**config.mk**
```make
export PLATFORM = sky130hd
export DESIGN_NAME = fp_addsub_resp_flat
export DESIGN_NICKNAME = d
export VERILOG_FILES = /design/src/rtl/fp_addsub_resp_if.sv /design/src/rtl/fp_addsub_resp.sv /design/src/flat_wrapper.sv
export SDC_FILE = /design/constraint.sdc
export NUM_CORES = 2
export LEC_CHECK = 0
export BUFFER_PORTS_ARGS = -buffer_cell sky130_fd_sc_hd__clkbuf_2
export CAP_MARGIN = 20
export CELL_PAD_IN_SITES_DETAIL_PLACEMENT = 1
export CELL_PAD_IN_SITES_GLOBAL_PLACEMENT = 1
export CORE_MARGIN = 5
export CORE_UTILIZATION = 31
export CTS_BUF_LIST = sky130_fd_sc_hd__clkbuf_2 sky130_fd_sc_hd__clkbuf_4 sky130_fd_sc_hd__clkbuf_8
export CTS_CLUSTER_DIAMETER = 120
export DETAILED_ROUTE_END_ITERATION = 10
export GPL_ROUTABILITY_DRIVEN = 0
export PLACE_DENSITY_LB_ADDON = 0.15
export SYNTH_ARGS = -nofsm -noshare
export SYNTH_HDL_FRONTEND = slang
export SYNTH_SLANG_ARGS = --single-unit
```
**constraint.sdc**
```tcl
create_clock -name i_clk -period 6.4 [get_ports i_clk]
set_clock_uncertainty 0.05 [all_clocks]
set_input_delay 0.64 -clock i_clk [delete_from_list [all_inputs] [get_ports i_clk]]
set_output_delay 0.64 -clock i_clk [all_outputs]
set_load 0.01 [all_outputs]
```
**src/rtl/fp_addsub_resp_if.sv**
```systemverilog
// Streaming interface shared by the chunked modular-arithmetic blocks.
//   val/rdy : beat handshake, transfer when both are high
//   sop/eop : first / last beat of a packet
//   err     : packet-level error indication (result side)
//   dat     : beat payload, DAT_BITS wide
//   ctl     : request tag, CTL_BITS wide
// source/master drive a stream; sink/slave receive it.
interface if_axi_stream #(
    parameter int unsigned DAT_BITS = 8,
    parameter int unsigned CTL_BITS = 8
);
    logic                val;
    logic                rdy;
    logic                sop;
    logic                eop;
    logic                err;
    logic [DAT_BITS-1:0] dat;
    logic [CTL_BITS-1:0] ctl;

    modport source (output val, sop, eop, err, dat, ctl, input rdy);
    modport sink   (input val, sop, eop, err, dat, ctl, output rdy);
    modport master (output val, sop, eop, err, dat, ctl, input rdy);
    modport slave  (input val, sop, eop, err, dat, ctl, output rdy);
endinterface

```
**src/rtl/fp_addsub_resp.sv**
```systemverilog
// Serial modular adder/subtractor responder.
// Accepts a request of DIV beats (a chunk in dat low half, b chunk in dat high half), computes
// (a+b) mod P or (a-b) mod P one ARITH_BITS chunk per beat, and returns DIV result beats,
// least-significant chunk first, with the request tag echoed.
//   i_clk   : clock
//   i_rst_n : asynchronous active-low reset
//   i_if    : request stream (sink), dat 2*ARITH_BITS, ctl CTL_BITS
//   o_if    : result stream (source), dat ARITH_BITS, ctl CTL_BITS, err flags malformed requests
module fp_addsub_resp #(
    parameter int unsigned          DAT_BITS   = 381,
    parameter int unsigned          ARITH_BITS = 64,
    parameter int unsigned          CTL_BITS   = 8,
    parameter int unsigned          SUBTRACT   = 0,
    parameter logic [DAT_BITS-1:0]  P          = 381'h1a0111ea397fe69a4b1ba7b6434bacd764774b84f38512bf6730d2a0f6b0f6241eabfffeb153ffffb9feffffffffaaab
) (
    input  logic           i_clk,
    input  logic           i_rst_n,
    if_axi_stream.sink     i_if,
    if_axi_stream.source   o_if
);

    localparam int unsigned DIV = (DAT_BITS + ARITH_BITS - 1) / ARITH_BITS;
    localparam int unsigned KW  = $clog2(DIV + 1);
    localparam int unsigned IW  = (DIV > 1) ? $clog2(DIV) : 1;
    localparam int unsigned PW  = DIV * ARITH_BITS;
    localparam logic [PW-1:0] PExt = PW'(P);

    typedef enum logic [1:0] {StIn, StPad, StOut} state_e;

    state_e                state_q, state_d;
    logic                  rdy_q, rdy_d;
    logic [KW-1:0]         k_q, k_d;
    logic [IW-1:0]         j_q, j_d;
    logic                  cin_q, cin_d;
    logic                  bw_q, bw_d;
    logic                  in_pkt_q, in_pkt_d;
    logic                  err_q, err_d;
    logic                  sel_q, sel_d;
    logic [CTL_BITS-1:0]   ctl_q, ctl_d;
    logic [ARITH_BITS-1:0] s_buf_q [DIV];
    logic [ARITH_BITS-1:0] s_buf_d [DIV];
    logic [ARITH_BITS-1:0] t_buf_q [DIV];
    logic [ARITH_BITS-1:0] t_buf_d [DIV];

    // Chunk datapath operands and results
    logic [ARITH_BITS-1:0] op_a, op_b, p_chunk;
    logic [KW-1:0]         k_eff;
    logic [IW-1:0]         op_idx;
    logic                  op_first;
    logic                  c_in, b_in;
    logic [ARITH_BITS:0]   s_wide, t_wide;
    logic                  cin_nx, bw_nx;

    function automatic logic sel_of(input logic cin, input logic bw);
        // Add: wrap past 2^N or non-negative s-P selects T. Sub: negative a-b selects T.
        if (SUBTRACT != 0) return bw;
        return cin | ~bw;
    endfunction

    // Operand selection: padding beats of a short packet are zero chunks.
    always_comb begin
        op_a     = i_if.dat[ARITH_BITS-1:0];
        op_b     = i_if.dat[2*ARITH_BITS-1:ARITH_BITS];
        op_first = i_if.sop || !in_pkt_q;
        k_eff    = op_first ? '0 : k_q;
        if (state_q == StPad) begin
            op_a     = '0;
            op_b     = '0;
            op_first = 1'b0;
            k_eff    = k_q;
        end
        op_idx  = k_eff[IW-1:0];
        p_chunk = PExt[int'(op_idx)*ARITH_BITS +: ARITH_BITS];
        c_in    = op_first ? 1'b0 : cin_q;
        b_in    = op_first ? 1'b0 : bw_q;
    end

    // One chunk of both candidate chains: S = a op b, T = S corrected by P.
    always_comb begin
        if (SUBTRACT != 0) begin
            s_wide = {1'b0, op_a} - {1'b0, op_b} - (ARITH_BITS+1)'(b_in);
            t_wide = {1'b0, s_wide[ARITH_BITS-1:0]} + {1'b0, p_chunk} + (ARITH_BITS+1)'(c_in);
            bw_nx  = s_wide[ARITH_BITS];
            cin_nx = t_wide[ARITH_BITS];
        end else begin
            s_wide = {1'b0, op_a} + {1'b0, op_b} + (ARITH_BITS+1)'(c_in);
            t_wide = {1'b0, s_wide[ARITH_BITS-1:0]} - {1'b0, p_chunk} - (ARITH_BITS+1)'(b_in);
            cin_nx = s_wide[ARITH_BITS];
            bw_nx  = t_wide[ARITH_BITS];
        end
    end

    always_comb begin
        state_d  = state_q;
        k_d      = k_q;
        j_d      = j_q;
        cin_d    = cin_q;
        bw_d     = bw_q;
        in_pkt_d = in_pkt_q;
        err_d    = err_q;
        sel_d    = sel_q;
        ctl_d    = ctl_q;
        s_buf_d  = s_buf_q;
        t_buf_d  = t_buf_q;

        unique case (state_q)
            StIn: begin
                if (i_if.val && rdy_q) begin
                    in_pkt_d = !i_if.eop;
                    if (i_if.sop) ctl_d = i_if.ctl;
                    if (!i_if.sop && !in_pkt_q) err_d = 1'b1;
                    if (k_eff < KW'(DIV)) begin
                        s_buf_d[op_idx] = s_wide[ARITH_BITS-1:0];
                        t_buf_d[op_idx] = t_wide[ARITH_BITS-1:0];
                        cin_d           = cin_nx;
                        bw_d            = bw_nx;
                        k_d             = k_eff + KW'(1);
                    end else begin
                        // Excess beat: dropped, chains keep their last state
                        err_d = 1'b1;
                    end
                    if (i_if.eop) begin
                        j_d = '0;
                        if (k_eff < KW'(DIV - 1)) begin
                            err_d   = 1'b1;
                            state_d = StPad;
                        end else begin
                            state_d = StOut;
                            sel_d   = sel_of(cin_d, bw_d);
                        end
                    end
                end
            end
            StPad: begin
                s_buf_d[op_idx] = s_wide[ARITH_BITS-1:0];
                t_buf_d[op_idx] = t_wide[ARITH_BITS-1:0];
                cin_d           = cin_nx;
                bw_d            = bw_nx;
                k_d             = k_q + KW'(1);
                if (k_q == KW'(DIV - 1)) begin
                    state_d = StOut;
                    sel_d   = sel_of(cin_nx, bw_nx);
                end
            end
            StOut: begin
                if (o_if.rdy) begin
                    if (j_q == IW'(DIV - 1)) begin
                        state_d  = StIn;
                        err_d    = 1'b0;
                        k_d      = '0;
                        in_pkt_d = 1'b0;
                        cin_d    = 1'b0;
                        bw_d     = 1'b0;
                    end else begin
                        j_d = j_q + IW'(1);
                    end
                end
            end
            default: state_d = StIn;
        endcase

        rdy_d = (state_d == StIn);
    end

    always_ff @(posedge i_clk or negedge i_rst_n) begin
        if (!i_rst_n) begin
            state_q  <= StIn;
            rdy_q    <= 1'b0;
            k_q      <= '0;
            j_q      <= '0;
            cin_q    <= 1'b0;
            bw_q     <= 1'b0;
            in_pkt_q <= 1'b0;
            err_q    <= 1'b0;
            sel_q    <= 1'b0;
            ctl_q    <= '0;
            for (int i = 0; i < int'(DIV); i++) begin
                s_buf_q[i] <= '0;
                t_buf_q[i] <= '0;
            end
        end else begin
            state_q  <= state_d;
            rdy_q    <= rdy_d;
            k_q      <= k_d;
            j_q      <= j_d;
            cin_q    <= cin_d;
            bw_q     <= bw_d;
            in_pkt_q <= in_pkt_d;
            err_q    <= err_d;
            sel_q    <= sel_d;
            ctl_q    <= ctl_d;
            s_buf_q  <= s_buf_d;
            t_buf_q  <= t_buf_d;
        end
    end

    assign i_if.rdy = rdy_q;

    // Result beats come straight from the held buffers, so they stay stable under backpressure.
    always_comb begin
        o_if.val = (state_q == StOut);
        o_if.sop = (state_q == StOut) && (j_q == '0);
        o_if.eop = (state_q == StOut) && (j_q == IW'(DIV - 1));
        o_if.err = (state_q == StOut) && err_q;
        o_if.ctl = ctl_q;
        o_if.dat = '0;
        o_if.dat[ARITH_BITS-1:0] = sel_q ? t_buf_q[j_q] : s_buf_q[j_q];
    end

endmodule

```
**src/flat_wrapper.sv**
```systemverilog
// flat-port wrapper written by rule: the top's interface ports become plain ports
module fp_addsub_resp_flat 
#(
    parameter int unsigned          DAT_BITS   = 381,
    parameter int unsigned          ARITH_BITS = 64,
    parameter int unsigned          CTL_BITS   = 8,
    parameter int unsigned          SUBTRACT   = 0,
    parameter logic [DAT_BITS-1:0]  P          = 381'h1a0111ea397fe69a4b1ba7b6434bacd764774b84f38512bf6730d2a0f6b0f6241eabfffeb153ffffb9feffffffffaaab
)
  (i_clk, i_rst_n, i_if_val, i_if_sop, i_if_eop, i_if_err, i_if_dat, i_if_ctl, i_if_rdy, o_if_val, o_if_sop, o_if_eop, o_if_err, o_if_dat, o_if_ctl, o_if_rdy);
  if_axi_stream #(.DAT_BITS(DAT_BITS), .CTL_BITS(CTL_BITS)) i_if_i ();
  if_axi_stream #(.DAT_BITS(DAT_BITS), .CTL_BITS(CTL_BITS)) o_if_i ();
  input  logic i_clk;
  input  logic i_rst_n;
  input wire logic [$bits(i_if_i.val)-1:0] i_if_val;
  input wire logic [$bits(i_if_i.sop)-1:0] i_if_sop;
  input wire logic [$bits(i_if_i.eop)-1:0] i_if_eop;
  input wire logic [$bits(i_if_i.err)-1:0] i_if_err;
  input wire logic [$bits(i_if_i.dat)-1:0] i_if_dat;
  input wire logic [$bits(i_if_i.ctl)-1:0] i_if_ctl;
  output wire logic [$bits(i_if_i.rdy)-1:0] i_if_rdy;
  output wire logic [$bits(o_if_i.val)-1:0] o_if_val;
  output wire logic [$bits(o_if_i.sop)-1:0] o_if_sop;
  output wire logic [$bits(o_if_i.eop)-1:0] o_if_eop;
  output wire logic [$bits(o_if_i.err)-1:0] o_if_err;
  output wire logic [$bits(o_if_i.dat)-1:0] o_if_dat;
  output wire logic [$bits(o_if_i.ctl)-1:0] o_if_ctl;
  input wire logic [$bits(o_if_i.rdy)-1:0] o_if_rdy;
  assign i_if_i.val = i_if_val;
  assign i_if_i.sop = i_if_sop;
  assign i_if_i.eop = i_if_eop;
  assign i_if_i.err = i_if_err;
  assign i_if_i.dat = i_if_dat;
  assign i_if_i.ctl = i_if_ctl;
  assign i_if_rdy = i_if_i.rdy;
  assign o_if_val = o_if_i.val;
  assign o_if_sop = o_if_i.sop;
  assign o_if_eop = o_if_i.eop;
  assign o_if_err = o_if_i.err;
  assign o_if_dat = o_if_i.dat;
  assign o_if_ctl = o_if_i.ctl;
  assign o_if_i.rdy = o_if_rdy;
  fp_addsub_resp #(.DAT_BITS(DAT_BITS), .ARITH_BITS(ARITH_BITS), .CTL_BITS(CTL_BITS), .SUBTRACT(SUBTRACT), .P(P)) u_core (.i_clk(i_clk), .i_rst_n(i_rst_n), .i_if(i_if_i), .o_if(o_if_i));
endmodule
```
# --- Yosys cells after proc, flatten, opt, wreduce, memory -nomap -nowiden ---
# Cells that the tools add are included.
classes:
  add_sub_neg: 7
  order_cmp: 5
  n_eq_ne: 12
  shifts: 1
  muxes: 66
  bitwise: 6
  n_reduce_logical: 23
op_table:
  columns: ["operator", "n"]
  rows:
  - ["384-bit two-way mux", 4]
  - ["384-bit case mux with 2 select lines", 2]
  - ["384-bit bitwise mux", 2]
  - ["64-bit two-way mux", 8]
  - ["64-bit binary-select mux with 3-bit select", 2]
  - ["384-bit by 10-bit variable part select with 64-bit output (first input constant)", 1]
  - ["64-bit demux with 3-bit select", 1]
  - ["64-bit by 64-bit adder with 65-bit output", 1]
  - ["65-bit by 1-bit adder with 65-bit output", 1]
  - ["64-bit by 64-bit subtractor with 65-bit output", 1]
  - ["65-bit by 1-bit subtractor with 65-bit output", 1]
  - ["3-bit two-way mux", 10]
  - ["1-bit two-way mux", 23]
  - ["5-bit AND reduction", 3]
  - ["2-bit two-way mux", 6]
  - ["3-bit by 1-bit adder with 3-bit output (second input constant)", 3]
  - ["3-bit case mux with 3 select lines", 1]
  - ["4-bit greater-or-equal comparator (second input constant)", 2]
  - ["2-bit by 1-bit inequality test with 1-bit output (second input constant)", 4]
  - ["2-bit inequality test (second input constant)", 4]
  - ["3-bit inverter with 4-bit output", 2]
  - ["4-bit AND reduction", 2]
  - ["3-bit equality test (second input constant)", 2]
  - ["1-bit logical AND", 6]
  - ["other kinds (17)", 28]
word_totals:
  ff_bits: 790
  input_bits: 396
  output_inout_bits: 394
  elab_cells: 142

# --- Depth between registers and ports, before layout ---
logic_depth:
  depth_word: 16
  ltp_mapped: 30
  ltp_nobuf: 29

# --- Least setup slack after synthesis ---
# No wires, ideal clock.
synth_path:
  path_kind: "register to register"
  startpoint: "register u_core.state_q[1]"
  endpoint: "register u_core.t_buf_q[116] (netlist name)"
  setup_ns: 0.125
  arrival_time_ns: 6.162
  required_ns: 6.225
  setup_slack_ns: 0.063
  path_stages_with_launch: 30
  n_path_buf: 3
  cell_sequence: "dfrtp_1 -> inv_1 -> ha_1 -> clkbuf_1 -> clkbuf_1 -> nor2b_1 -> fa_1 -> inv_1 -> fa_1 -> nor2b_1 -> o311ai_1 -> a21oi_1 -> nor2_1 -> o21a_1 -> nor2_1 -> or3_1 -> xnor2_1 -> ha_1 -> inv_1 -> ha_1 -> clkbuf_1 -> and3_1 -> and2_1 -> and3_1 -> a21oi_1 -> or4_1 -> nand3_1 -> nand2_1 -> a311o_1 -> mux2_2"
synth_between:
  elab_chain_cells: 11
synth_lines:
  columns: ["element", "line_no", "text"]
  rows:
  - ["start: declaration", "fp_addsub_resp.sv:30", "state_e state_q, state_d;"]
  - ["start signal: assignment", "fp_addsub_resp.sv:167", "state_q <= StIn;"]
  - ["start signal: assignment", "fp_addsub_resp.sv:182", "state_q <= state_d;"]
  - ["parallel branches: the longest is 11 deep, another holds 64-bit by 64-bit adder with 65-bit output", null, null]
  - ["end signal: assignment", "fp_addsub_resp.sv:193", "t_buf_q <= t_buf_d;"]
  - ["end: declaration", "fp_addsub_resp.sv:42", "logic [ARITH_BITS-1:0] t_buf_q [DIV];"]
# Several ways; the timed one is not identified. The select of a mux whose other input is x is not followed.
# A chain may end at the register's enable or synchronous reset.

# --- Worst setup path in the final report ---
layout_path:
  startpoint: "register u_core.state_q[1]"
  endpoint: "register u_core.t_buf_q[313] (netlist name)"
# Same word-level chain as after synthesis.

==> impl_results.md <==
- Final std cells w/o fill: 7882
- Hold_ws: 0.164 ns
- CTS Buf Count: 144
- Io pins: 790
- Critical Path RT: 7.07 ns
- HPWL after DPL: 118000 µm
- Core Area: 0.156 mm²
- Yosys warnings: 0
- Width of the die: 405 µm
- Post-Route WL: 167000 µm
- CTS root buf: clkbuf_8
- Core Util, Final: 37.3%
- Worst setup margin: 0.229 ns
- Bufs on Longest Clock Path: 3
- Mean Syn Cell Area: 9.49 µm²
- Fill count: 18000
- Cell Area, Synth: 0.0483 mm²
- Total grt overflow: 0
- Rel. slew slack: 26.5%
- Global-route wire length before repair: 256000 µm
- Crit. End Element: flop
- Worst slew pin tran: 1.10 ns
- Final ANT Viol Nets: 0
- Cells after DPL: 7602
- Clock sinks: 790
- Avg WL per Cell: 21.2 µm
- Kind of critical path: flop to flop
- Most common cell after layout, fill and taps aside: nand2_1
- Number of synthesized flops with an enable pin: 0
- Synth Register Bits: 790
- Clock-pin slew on the worst setup and hold paths: 0.06 ns
- Ys async rst share: 100%
- Die area: 0.164 mm²
- Standard-cell rows: 145
- Type of the tightest min-delay check: input port to flop
- Endpoints failing setup: 0
- Netlist cell types: 103
- Port bufs: 218
- Largest net degree at the start of global routing: 177
- 1st-iter DRT viols: 2040
- Worst Path Arrival: 6.84 ns
- Sequential-to-total area share from yosys stat: 40.9%
- Most frequent cells in the layout: 928 x nand2_1, 786 x dfrtp_1, 663 x o21ai_0
- Max_cap viols: 0
- Predominant post-synthesis flop cell: dfrtp_1
- Syn Inst Count: 5093
- Total GRT Usage: 20.1%
- CTS tree: done
- Chip height: 405 µm
- Share of cells above drive strength 1: 26.5%
- RSZ-0062 raised after global routing: yes
- P&R area growth vs syn: 20.3%
- Crit path max-delay cell type: or4_4
- Drt first pass iters: 5
- DR vias/cell: 4.94
- CP max FO: 8
- Final Max Slew Viols: 0
- Max frequency: 0.162 GHz
- Residual DRC: 0
- Starting density of the core: 31.0%
- Max stage delay on crit path: 0.54 ns
- Fin crit period: 6.17 ns
- Initial antenna violation count: 10
- Clk Latency, worst-skew pair: 0.83 ns
- H-tree Lvls: 4
- Via count: 38900
- Nets@finish: 6323
- Tcrit/Tclk final: 96.4%
- Vias in the first global route: 41800
- Final hold violations: 0
- Dpl ws: -0.459 ns
- Status: complete, no violations
- Startpoint types: flop
[final cells by class]
type | instances | area, µm² | area share (%)
timing repair buffer | 826 | 5980 | 10.3
multi-input combinational | 3777 | 26100 | 44.9
clock inverter | 23 | 233 | 0.400
tap | 2058 | 2570 | 4.43
clock buffer | 222 | 2740 | 4.72
sequential | 790 | 19800 | 34.0
inverter | 183 | 687 | 1.18
antenna | 3 | 7.51 | 0.0129
[stage by stage]
| stage | instance area, µm² | setup TNS (ns) |
|---|---|---|
| after global placement | 54100 | -28.74 |
| after CTS | 57400 | -0.0306 |
| final | 58100 | 0 |
| after floorplan | 49500 | 0 |
| after detailed placement | 54100 | -37.44 |
| after global routing | 58100 | -0.171 |
[worst max-delay path: cells and delay by family, from the launching register on]
kind / cells / cell delay, ns
compound gates: 8 / 1.81
fa+ha+maj: 4 / 1.14
simple gates: 6 / 1.08
flops: 1 / 0.38
buf+inv: 9 / 1.11
mux: 1 / 0.28
xor+xnor: 1 / 0.20
[final timing paths]
check / startpoint / end / slack (ns) / depth (start not counted)
setup / recovery: u_core.state_q[1] / u_core.t_buf_q[313] / 0.23 / 29
hold / removal: o_if_rdy / u_core.err_q / 0.16 / 3
setup reg to reg: u_core.state_q[1] / u_core.t_buf_q[313] / 0.23 / 29
hold reg to reg: u_core.s_buf_q[87] / u_core.s_buf_q[87] / 0.42 / 2
max in group asynchronous: i_rst_n / u_core.t_buf_q[279] / 4.30 / 3
min in group asynchronous: i_rst_n / u_core.s_buf_q[110] / 0.42 / 2
[cell families after synthesis]
| group | share of synthesized area [%] |
|---|---|
| adders and majority gates | 5.37 |
| AOI/OAI and AO/OA | 15.2 |
| muxes | 13.0 |
| DFF | 40.9 |
| other | 0.00776 |
| xor gates and xnor gates | 2.03 |
| and+or+nand+nor | 14.4 |
| buffers and inverters | 9.10 |
[synthesized netlist by cell type (30+ instances only)]
library cell | count | area share, %
a21o_1 | 66 | 1.0
nand4_1 | 56 | 0.72
nor3_1 | 38 | 0.39
xor2_1 | 44 | 0.80
clkbuf_1 | 271 | 2.1
nor2_1 | 128 | 0.99
nor2b_1 | 141 | 1.8
dfrtp_1 | 790 | 41
o31ai_1 | 43 | 0.67
mux4_2 | 192 | 8.9
buf_1 | 47 | 0.37
o21ai_0 | 679 | 7.0
inv_1 | 181 | 1.4
or4_1 | 35 | 0.54
mux2_2 | 110 | 2.6
buf_4 | 321 | 5.0
ha_1 | 201 | 5.2
mux2i_1 | 73 | 1.5
nand2_1 | 933 | 7.2
xnor2_1 | 66 | 1.2
nand3_1 | 83 | 0.86
a21oi_1 | 177 | 1.8
o21bai_1 | 30 | 0.47
o21ai_1 | 34 | 0.35
[state kept, by name, indices dropped and copies added (netlist names)]
name	count
u_core.j_q	3
u_core.in_pkt_q	1
u_core.state_q	2
u_core.cin_q	1
u_core.t_buf_q	384
u_core.o_if.ctl	8
u_core.sel_q	1
u_core.i_if.rdy	1
u_core.bw_q	1
u_core.k_q	3
u_core.s_buf_q	384
u_core.err_q	1
[layer usage]
| layer | global-route usage, % | part of all wire [%] | routed length, µm | vias to the layer above |
|---|---|---|---|---|
| li1 | - | - | - | 18500 |
| met5 | 0 | 0 | 0 | - |
| met1 | 28.6 | 48 | 80500 | 19500 |
| met3 | 3.14 | 4.0 | 6690 | 186 |
| met2 | 32.2 | 46 | 76200 | 774 |
| met4 | 5.18 | 2.1 | 3450 | 0 |
[what timing repair did]
action                                  in CTS  in global routing
gates cloned                                 0                  2
hold endpoints to repair                    94                  0
endpoints found under the setup margin     104                144
hold buffers                                10                  0
resized for setup                           34                114
pin swaps                                   10                 46
buffers inserted                             4                 15
Power is not shown: default switching activity piles up to over one toggle a cycle in this logic, so the estimate is an artifact.
